**src/rtl/fetch_stage_if.sv**
```systemverilog
// Fetch-stage bus: hazard/redirect inputs, instruction-memory handshake
// and the IF/ID register outputs seen by decode.
interface fetch_stage_if;
    logic        stall;
    logic        branch_taken;
    logic [31:0] branch_target;
    logic        imem_req;
    logic [31:0] imem_addr;
    logic        imem_ready;
    logic [31:0] imem_rdata;
    logic [31:0] pcOut;
    logic [31:0] instruction;
    logic        valid;

    // Fetch stage side.
    modport master (
        input  stall, branch_taken, branch_target, imem_ready, imem_rdata,
        output imem_req, imem_addr, pcOut, instruction, valid
    );

    // Environment side: hazard unit, branch unit, instruction memory, decode.
    modport slave (
        output stall, branch_taken, branch_target, imem_ready, imem_rdata,
        input  imem_req, imem_addr, pcOut, instruction, valid
    );
endinterface

```
**src/rtl/fetch_stage.sv**
```systemverilog
// Instruction fetch stage with IF/ID register, one-entry skid buffer for
// hazard stalls and redirect handling that never withdraws an in-flight
// memory request.
module fetch_stage #(
    parameter logic [31:0] RESET_PC = 32'h0000_0000,
    parameter int unsigned PC_STEP  = 4
) (
    input  logic          clk,
    input  logic          reset,
    fetch_stage_if.master bus
);
    localparam logic [31:0] STEP = 32'(PC_STEP);

    typedef enum logic [1:0] {
        FETCH,
        BUFFERED,
        DISCARD
    } state_t;

    state_t      state_q, state_d;
    logic [31:0] pc_q, pc_d;
    logic [31:0] saved_q, saved_d;
    logic [31:0] skid_q, skid_d;
    logic [31:0] pc_out_q, pc_out_d;
    logic [31:0] instr_q, instr_d;
    logic        valid_q, valid_d;
    logic        req_q, req_d;

    logic        accept;
    logic        flush;
    logic [31:0] target;
    logic [31:0] pc_next;

    assign accept  = req_q && bus.imem_ready;
    assign target  = {bus.branch_target[31:2], 2'b00};
    assign pc_next = pc_q + STEP;

    // Next-state, PC and IF/ID update; branch outranks stall everywhere.
    always_comb begin
        state_d  = state_q;
        pc_d     = pc_q;
        saved_d  = saved_q;
        skid_d   = skid_q;
        pc_out_d = pc_out_q;
        instr_d  = instr_q;
        valid_d  = valid_q;
        flush    = 1'b0;

        unique case (state_q)
            FETCH: begin
                if (accept) begin
                    if (bus.branch_taken) begin
                        pc_d  = target;
                        flush = 1'b1;
                    end else if (bus.stall) begin
                        skid_d  = bus.imem_rdata;
                        state_d = BUFFERED;
                    end else begin
                        pc_out_d = pc_next;
                        instr_d  = bus.imem_rdata;
                        valid_d  = 1'b1;
                        pc_d     = pc_next;
                    end
                end else if (bus.branch_taken) begin
                    // Request at the old PC is still in flight: remember the
                    // target and drop the response when it arrives.
                    saved_d = target;
                    flush   = 1'b1;
                    state_d = DISCARD;
                end else if (!bus.stall) begin
                    valid_d = 1'b0;
                end
            end
            BUFFERED: begin
                if (bus.branch_taken) begin
                    pc_d    = target;
                    skid_d  = '0;
                    flush   = 1'b1;
                    state_d = FETCH;
                end else if (!bus.stall) begin
                    pc_out_d = pc_next;
                    instr_d  = skid_q;
                    valid_d  = 1'b1;
                    pc_d     = pc_next;
                    skid_d   = '0;
                    state_d  = FETCH;
                end
            end
            DISCARD: begin
                flush = 1'b1;
                if (bus.branch_taken) begin
                    saved_d = target;
                end
                if (accept) begin
                    // Newest redirect wins even in the accept cycle.
                    pc_d    = bus.branch_taken ? target : saved_q;
                    state_d = FETCH;
                end
            end
            default: begin
                state_d = FETCH;
            end
        endcase

        if (flush) begin
            pc_out_d = '0;
            instr_d  = '0;
            valid_d  = 1'b0;
        end

        req_d = (state_d != BUFFERED);
    end

    // State and output registers; reset abandons any outstanding request.
    always_ff @(posedge clk or posedge reset) begin
        if (reset) begin
            state_q  <= FETCH;
            pc_q     <= RESET_PC;
            saved_q  <= '0;
            skid_q   <= '0;
            pc_out_q <= '0;
            instr_q  <= '0;
            valid_q  <= 1'b0;
            req_q    <= 1'b1;
        end else begin
            state_q  <= state_d;
            pc_q     <= pc_d;
            saved_q  <= saved_d;
            skid_q   <= skid_d;
            pc_out_q <= pc_out_d;
            instr_q  <= instr_d;
            valid_q  <= valid_d;
            req_q    <= req_d;
        end
    end

    assign bus.imem_req    = req_q;
    assign bus.imem_addr   = pc_q;
    assign bus.pcOut       = pc_out_q;
    assign bus.instruction = instr_q;
    assign bus.valid       = valid_q;
endmodule

```
**src/flat_wrapper.sv**
```systemverilog
// flat-port wrapper written by rule: the top's interface ports become plain ports
module fetch_stage_flat 
#(
    parameter logic [31:0] RESET_PC = 32'h0000_0000,
    parameter int unsigned PC_STEP  = 4
)
  (clk, reset, bus_stall, bus_branch_taken, bus_branch_target, bus_imem_ready, bus_imem_rdata, bus_imem_req, bus_imem_addr, bus_pcOut, bus_instruction, bus_valid);
  fetch_stage_if bus_i ();
  input  logic clk;
  input  logic reset;
  input wire logic [$bits(bus_i.stall)-1:0] bus_stall;
  input wire logic [$bits(bus_i.branch_taken)-1:0] bus_branch_taken;
  input wire logic [$bits(bus_i.branch_target)-1:0] bus_branch_target;
  input wire logic [$bits(bus_i.imem_ready)-1:0] bus_imem_ready;
  input wire logic [$bits(bus_i.imem_rdata)-1:0] bus_imem_rdata;
  output wire logic [$bits(bus_i.imem_req)-1:0] bus_imem_req;
  output wire logic [$bits(bus_i.imem_addr)-1:0] bus_imem_addr;
  output wire logic [$bits(bus_i.pcOut)-1:0] bus_pcOut;
  output wire logic [$bits(bus_i.instruction)-1:0] bus_instruction;
  output wire logic [$bits(bus_i.valid)-1:0] bus_valid;
  assign bus_i.stall = bus_stall;
  assign bus_i.branch_taken = bus_branch_taken;
  assign bus_i.branch_target = bus_branch_target;
  assign bus_i.imem_ready = bus_imem_ready;
  assign bus_i.imem_rdata = bus_imem_rdata;
  assign bus_imem_req = bus_i.imem_req;
  assign bus_imem_addr = bus_i.imem_addr;
  assign bus_pcOut = bus_i.pcOut;
  assign bus_instruction = bus_i.instruction;
  assign bus_valid = bus_i.valid;
  fetch_stage #(.RESET_PC(RESET_PC), .PC_STEP(PC_STEP)) u_core (.clk(clk), .reset(reset), .bus(bus_i));
endmodule
```
**config.mk**
```make
export PLATFORM = sky130hd
export DESIGN_NAME = fetch_stage_flat
export DESIGN_NICKNAME = d
export VERILOG_FILES = /design/src/rtl/fetch_stage_if.sv /design/src/rtl/fetch_stage.sv /design/src/flat_wrapper.sv
export SDC_FILE = /design/constraint.sdc
export NUM_CORES = 1
export LEC_CHECK = 0
export BUFFER_PORTS_ARGS = -buffer_cell sky130_fd_sc_hd__buf_2
export CAP_MARGIN = 10
export CORE_MARGIN = 2
export CORE_UTILIZATION = 52
export CTS_BUF_LIST = sky130_fd_sc_hd__clkbuf_8
export CTS_CLUSTER_SIZE = 16
export DETAILED_ROUTE_END_ITERATION = 12
export PLACE_DENSITY = 0.78
export SYNTH_ARGS = -nofsm -noshare
export SYNTH_HDL_FRONTEND = slang
export SYNTH_SLANG_ARGS = --single-unit
```
**constraint.sdc**
```tcl
create_clock -name clk -period 6.8 [get_ports clk]
set_input_delay 0.68 -clock clk [delete_from_list [all_inputs] [get_ports clk]]
set_output_delay 0.68 -clock clk [all_outputs]
set_load 0.01 [all_outputs]
```
==> run_results.csv, run 1 <==
group,metric,value,unit
timing,rsz0062_at_grt,"no",
synthesis,synthCells,813,
worst_setup_path,crit_path_max_fanout,30,
synthesis,yosys.area.top_type,"dfrtp_1",
synthesis,muxShareOfSynthArea,8.276,%
power_and_ir_drop,peakVddDrop,0.0001218,V
global_route,first_global_vias,6110,
synthesis,seq_area_frac_synth,51.62,%
layout,layout-drive-gt1-share,26.54,%
placement,dp_slack,3.777,ns
synthesis,yosys.area_share.simple,17.81,%
synthesis,synth_xor_area_share,2.313,%
synthesis,ys.flop_type,"dfrtp_1",
synthesis,synth-edff-count,0,
worst_setup_path,start_kind,"flip-flop",
floorplan,initial_core_util,52.70,%
timing,fmax,338.4,MHz
layout,fillCellCount,1309,
synthesis,synthesis.nets,883,
detailed_routing,ant_nets,0,
clocking,cts_buffers,17,
timing,fin_ws,3.845,ns
flow_run,maxCapViolCount,0,
floorplan,die_area,16300,sq um
worst_setup_path,r2r_end,"u_core.bus.imem_addr[15]",
clocking,cts_tree,"built",
timing,drv_slew,0,
synthesis,ys_types,59,
worst_setup_path,end_kind,"flip-flop",
timing,setup_viol,0,
detailed_routing,drt-initial-drc-count,645,
worst_setup_path,r2r_cells,5,
layout,syn_to_final_growth,17.24,%
clocking,cts-resized-gates,0,
floorplan,row_count,45,
timing,clock_skew,0.01075,ns
detailed_routing,vias_per_cell,5.677,
synthesis,synthArstFlopShare,100.0,%
timing,fin_crit_sh,43.45,%
synthesis,avgSynthCellArea,9.782,sq um
synthesis,ys_ff_latch,164,
power_and_ir_drop,leakagePower,4.620,nW
detailed_routing,routedWlPerCell,17.30,um
layout,layout_commonest_cell,"nand2_1",
global_route,grt_pass1_wl,31800,um
detailed_routing,dr.pass1.iters,5,
worst_setup_path,worstSetupPathType,"reg -> reg",
placement,dp_hpwl,13190,um
timing,fin_crit,2.955,ns
synthesis,synth_top_family_by_area,"simple AND/OR/NAND/NOR gates",
power_and_ir_drop,power,2.643,mW
worst_setup_path,reg2reg_slack,3.85,ns
clocking,htreeDepth,4,
synthesis,synthAdderAreaFrac,0.1573,%
synthesis,netlist_top_cells_area,"dfrtp_1 51%, nand2_1 7.9%, o21ai_0 5.7%",
global_route,grt_max_degree,100,
clocking,clk_latency,0.47,ns
floorplan,chipWidth,127.7,um
run_status,status,"complete, no violations",
hold_path,hold_class,"in -> async",
clocking,clkSlewWorstSetupHoldPaths,0.08,ns
placement,portBuffers,164,
clocking,cts-hold-fix-buffers,0,
detailed_routing,vias,6511,
synthesis,yosys.area.top_type_share,51.29,%
timing,finalSetupTns,0,ns
layout,final_cell_mix,"167 x nand2_1, 164 x buf_2, 163 x dfrtp_1",
global_route,track_usage,24.84,%
worst_setup_path,required,7.12,ns
floorplan,core,15090,sq um
power_and_ir_drop,power_per_cell_area,283.5,nW/um^2
detailed_routing,drc_errors,0,
floorplan,io_pins,167,
clocking,clockRootBuffer,"clkbuf_8",
synthesis,synth_area,7953,sq um
synthesis,ys_warn_count,0,
timing,worst_pin_slew,1.184,ns
clocking,post_cts_buffers,0,
floorplan,die_h,127.7,um
worst_setup_path,crit_arrival,3.28,ns
global_route,antenna_found_initial,3,
worst_setup_path,r2r-start,"u_core.state_q[1]",
synthesis,synth_compound_area_share,16.02,%
clocking,cts_sinks,164,
global_route,overflow,0,
detailed_routing,drt_wl_total,19840,um
layout,regArea,4105,sq um
clocking,cts_buffer_depth,2,
timing,hold_viol,0,
placement,place_congestion,0.8753,
timing,max_slew_margin,21.07,%
layout,multi_input_area,3563,sq um
layout,layout.nets,1017,
[flip-flops by register name, summed over array words and instances, names as in the netlist]
register,flops
u_core.skid_q,32
u_core.state_q,2
u_core.bus.imem_addr,32
u_core.bus.pcOut,32
u_core.bus.valid,1
u_core.bus.imem_req,1
u_core.saved_q,32
u_core.bus.instruction,32
[how the worst max path moves through the flow]
| stage | cells after the start | end | startpoint |
|---|---|---|---|
| after floorplan | 1 | u_core.bus.imem_addr[0] | reset |
| after global placement | 7 | u_core.bus.imem_addr[25] | bus_branch_taken |
| after detailed placement | 7 | u_core.bus.imem_addr[25] | bus_branch_taken |
| after CTS | 5 | u_core.bus.imem_addr[15] | u_core.state_q[1] |
| after global routing | 5 | u_core.bus.imem_addr[15] | u_core.state_q[1] |
| final | 5 | u_core.bus.imem_addr[15] | u_core.state_q[1] |
[where the power goes]
part,internal [mW],total [mW],switching [mW]
Sequential,1.13,1.28,0.153
Clock,0.512,0.861,0.349
Combinational,0.216,0.504,0.288
Total,1.85,2.64,0.789
[worst max-delay path: stages, from the launching register on]
cell and delay (ns):
dfrtp_1 0.66, nand2b_1 0.56, nand2b_1 1.04, nor2_1 0.08, a221oi_1 0.32, o21ai_0 0.14
[cell type report]
| type | instances | area share, % |
|---|---|---|
| sequential | 164 | 44.03 |
| multi-input combinational | 581 | 38.22 |
| timing repair buffer | 174 | 9.608 |
| clock buffer | 18 | 2.657 |
| tap | 188 | 2.523 |
| clock inverter | 11 | 2.496 |
| inverter | 9 | 0.4160 |
| antenna | 2 | 0.05368 |
[per-layer routing]
layer | vias to the layer above | global-route usage [%] | part of all wire [%]
li1 | 3144 | - | -
met1 | 3126 | 34.29 | 45
met2 | 203 | 38.03 | 47
met3 | 36 | 4.967 | 5.7
met4 | 2 | 11.64 | 2.5
met5 | - | 0 | 0.066
[cell usage after synthesis (3+ instances only)]
cell / count
dfrtp_1: 163
nor3_1: 8
nor4_4: 4
mux2_2: 30
nor2b_1: 6
xor2_1: 7
nor3b_1: 10
and3_1: 6
o21ai_1: 31
inv_1: 9
o31a_1: 5
buf_1: 4
o22ai_1: 4
and2_1: 7
nor2_1: 27
nand2b_1: 6
mux2i_1: 32
o311ai_0: 3
clkbuf_1: 19
and4_1: 6
xnor2_1: 14
o31ai_1: 3
buf_2: 34
a21oi_1: 34
a32oi_1: 5
a22o_1: 6
o21ai_0: 91
nand3_1: 13
nand3b_1: 3
a221oi_1: 7
nand4_1: 7
a311o_1: 4
nand2_1: 168
o2bb2ai_1: 7
[cells by family (layout without fill, tap and decap cells)]
kind of cell / count (synthesis) / in the layout
AOI/OAI and AO/OA: 214 / 214
xor gates and xnor gates: 21 / 21
adders and majority gates: 1 / 1
buffers and inverters: 68 / 212
DFF: 164 / 164
muxes: 62 / 62
other: 0 / 2
and+or+nand+nor: 283 / 283
[metrics by stage]
stage	instances	util (%)	instance area, sq um	hold WS, ns
CTS	1145	61.76	9319	0.4149
finish	1147	61.79	9324	0.3939
floorplan	813	-	7953	0.4492
detailed placement	1116	58.57	8838	0.4615
global placement	1116	58.57	8838	0.4554
global route	1146	61.77	9321	0.4317
Note: power is estimated with default switching activity, not from simulation.
==> run 2, diff against run 1 <==
clock period = 2.8 ns   (was 6.8 ns; I/O delays follow)
==> run 2 against run 1 <==
Net effect:
- clock skew rose by 0.0051 ns
- setup slack got worse by 3.3 ns
- wire length rose by 0.50%
- register-to-register slack got worse by 3.3 ns
- final area rose by 0.79%
- core utilization rose by 0.49 points
- final cell count rose by 0.52%
- largest cell class unchanged
- largest power group unchanged
- highest routed layer is now met4
==> run_results.csv, run 2 (synthesized netlist as in run 1, its figures left out) <==
group,metric,value,unit
run_status,status,"complete, no violations",
timing,max_slew_margin,28.67,%
placement,postPlaceCellArea,8930,sq um
global_route,overflow,0,
timing,whs,0.05033,ns
placement,place_congestion,0.8598,
layout,finish.utilization,62.28,%
power_and_ir_drop,power_frac_clock,31.0,%
power_and_ir_drop,switching_share,31.05,%
worst_setup_path,crit_arrival,2.53,ns
layout,layout.nets,1022,
placement,dp_hpwl,13330,um
clocking,cts_tree,"built",
clocking,clkSlewWorstSetupHoldPaths,0.08,ns
timing,fin_crit_sh,79.24,%
clocking,clk_latency,0.46,ns
timing,setup_viol,0,
floorplan,die_h,127.7,um
global_route,track_usage,25.01,%
flow_run,maxCapViolCount,0,
worst_setup_path,r2r_cells,5,
detailed_routing,drt_wl_total,19940,um
floorplan,initial_core_util,52.70,%
worst_setup_path,worstSetupPathType,"reg -> reg",
power_and_ir_drop,p_comb_share,19.8,%
detailed_routing,drt-initial-drc-count,538,
clocking,clockRootBuffer,"clkbuf_8",
detailed_routing,drc_errors,0,
detailed_routing,vias,6536,
worst_setup_path,crit_start,"u_core.state_q[1]",
placement,portBuffers,164,
floorplan,io_pins,167,
layout,syn_to_final_growth,18.17,%
global_route,grt_pass1_wl,31710,um
clocking,htreeDepth,4,
timing,worst_pin_slew,1.070,ns
power_and_ir_drop,pwr-share-seq,49.2,%
clocking,cts_sinks,164,
timing,fin_crit,2.219,ns
worst_setup_path,r2r_end,"u_core.bus.imem_addr[31]",
layout,layout_commonest_cell,"nand2_1",
global_route,first_global_vias,6011,
power_and_ir_drop,peakVddDrop,0.0003117,V
timing,rsz0062_at_grt,"no",
placement,dp_slack,0.6608,ns
power_and_ir_drop,p_int,4.355,mW
floorplan,chipWidth,127.7,um
global_route,antenna_found_initial,1,
floorplan,die_area,16300,sq um
timing,drv_slew,0,
worst_setup_path,end_kind,"flip-flop",
worst_setup_path,r2r-start,"u_core.state_q[1]",
hold_path,hold_class,"in -> reg",
worst_setup_path,endpoint,"u_core.bus.imem_addr[31]",
timing,fmax,450.7,MHz
layout,final_cell_mix,"167 x nand2_1, 164 x buf_2, 163 x dfrtp_1",
timing,finalSetupTns,0,ns
clocking,cts_buffer_depth,2,
worst_setup_path,start_kind,"flip-flop",
detailed_routing,dr.pass1.iters,7,
detailed_routing,ant_nets,0,
floorplan,row_count,45,
clocking,post_cts_buffers,0,
worst_setup_path,crit_path_max_fanout,16,
timing,clock_skew,0.01587,ns
worst_setup_path,required,3.11,ns
timing,hold_viol,0,
detailed_routing,routedWlPerCell,17.29,um
detailed_routing,vias_per_cell,5.669,
worst_setup_path,reg2reg_slack,0.58,ns
power_and_ir_drop,power.switching,1.961,mW
global_route,grt_max_degree,103,
clocking,cts_buffers,17,
layout,layout-drive-gt1-share,26.97,%
floorplan,core,15090,sq um
timing,fin_ws,0.5814,ns
layout,final_area,9398,sq um
power_and_ir_drop,power_per_cell_area,672.1,nW/um^2
power_and_ir_drop,leakagePower,4.651,nW
-- run 2: changes by cell type in the layout (fill, tap and decap cells not counted) --
cell	before	now
buf_4	10	9
bufinv_16	7	5
inv_6	1	0
buf_12	0	5
clkinvlp_4	1	2
clkinv_4	0	4
diode_2	2	1
dlygate4sd3_1	0	1
-- run 2: power by group through the flow --
stage               sequential [mW]  clock, mW  combinational (mW)
floorplan                      3.11          0               0.788
global placement               3.12          0                1.22
detailed placement             3.14          0                1.25
CTS                            3.09       1.99                1.26
global route                   3.16       2.10                1.39
finish                         3.11       1.96                1.25
-- run 2: what timing repair did --
| item | 4_1_cts | 5_1_grt |
|---|---|---|
| hold endpoints to repair | 62 | 0 |
| resized for setup | 0 | 0 |
| hold buffers | 1 | 0 |
-- run 2: worst min-delay path by stage --
stage	startpoint	to	slack (ns)	cells after the start
4_1_cts	bus_imem_rdata[1]	u_core.skid_q[1]	0.03	3
3_5_place_dp	reset	u_core.bus.instruction[31]	0.43	3
5_1_grt	bus_imem_rdata[1]	u_core.skid_q[1]	0.03	3
3_3_place_gp	reset	u_core.bus.instruction[5]	0.43	3
2_1_floorplan	bus_stall	u_core.bus.imem_req	0.36	1
6_report	bus_imem_rdata[13]	u_core.skid_q[13]	0.05	3
-- run 2: per-stage QoR --
stage / total power, mW / cells
2_1_floorplan: 3.896 / 813
3_3_place_gp: 4.333 / 1120
3_5_place_dp: 4.393 / 1120
4_1_cts: 6.345 / 1152
5_1_grt: 6.650 / 1153
6_report: 6.317 / 1153
-- run 2: area by class of cell --
cell class              instances  area [sq um]
well taps                     188         235.2
multi-input cells             581          3563
clock inverters                13         207.7
fillers                      1299          5692
repair buffers                179         998.5
clock buffers                  18         247.7
flip-flops and latches        164          4105
diodes                          1         2.502
inverters                       9         37.54
-- run 2: metal layers --
| layer | routed length, um | vias up | track usage [%] |
|---|---|---|---|
| met1 | 9210 | 3132 | 37.04 |
| li1 | - | 3139 | - |
| met5 | 0 | - | 0 |
| met3 | 1182 | 29 | 4.341 |
| met4 | 422 | 0 | 9.502 |
| met2 | 9126 | 236 | 37.09 |
-- run 2: worst max-delay path: stages, from the launching register on --
cell,delay [ns]
dfrtp_1,0.64
or3b_1,0.21
and3_1,0.60
o211ai_1,0.30
o21ai_0,0.16
o311ai_0,0.16
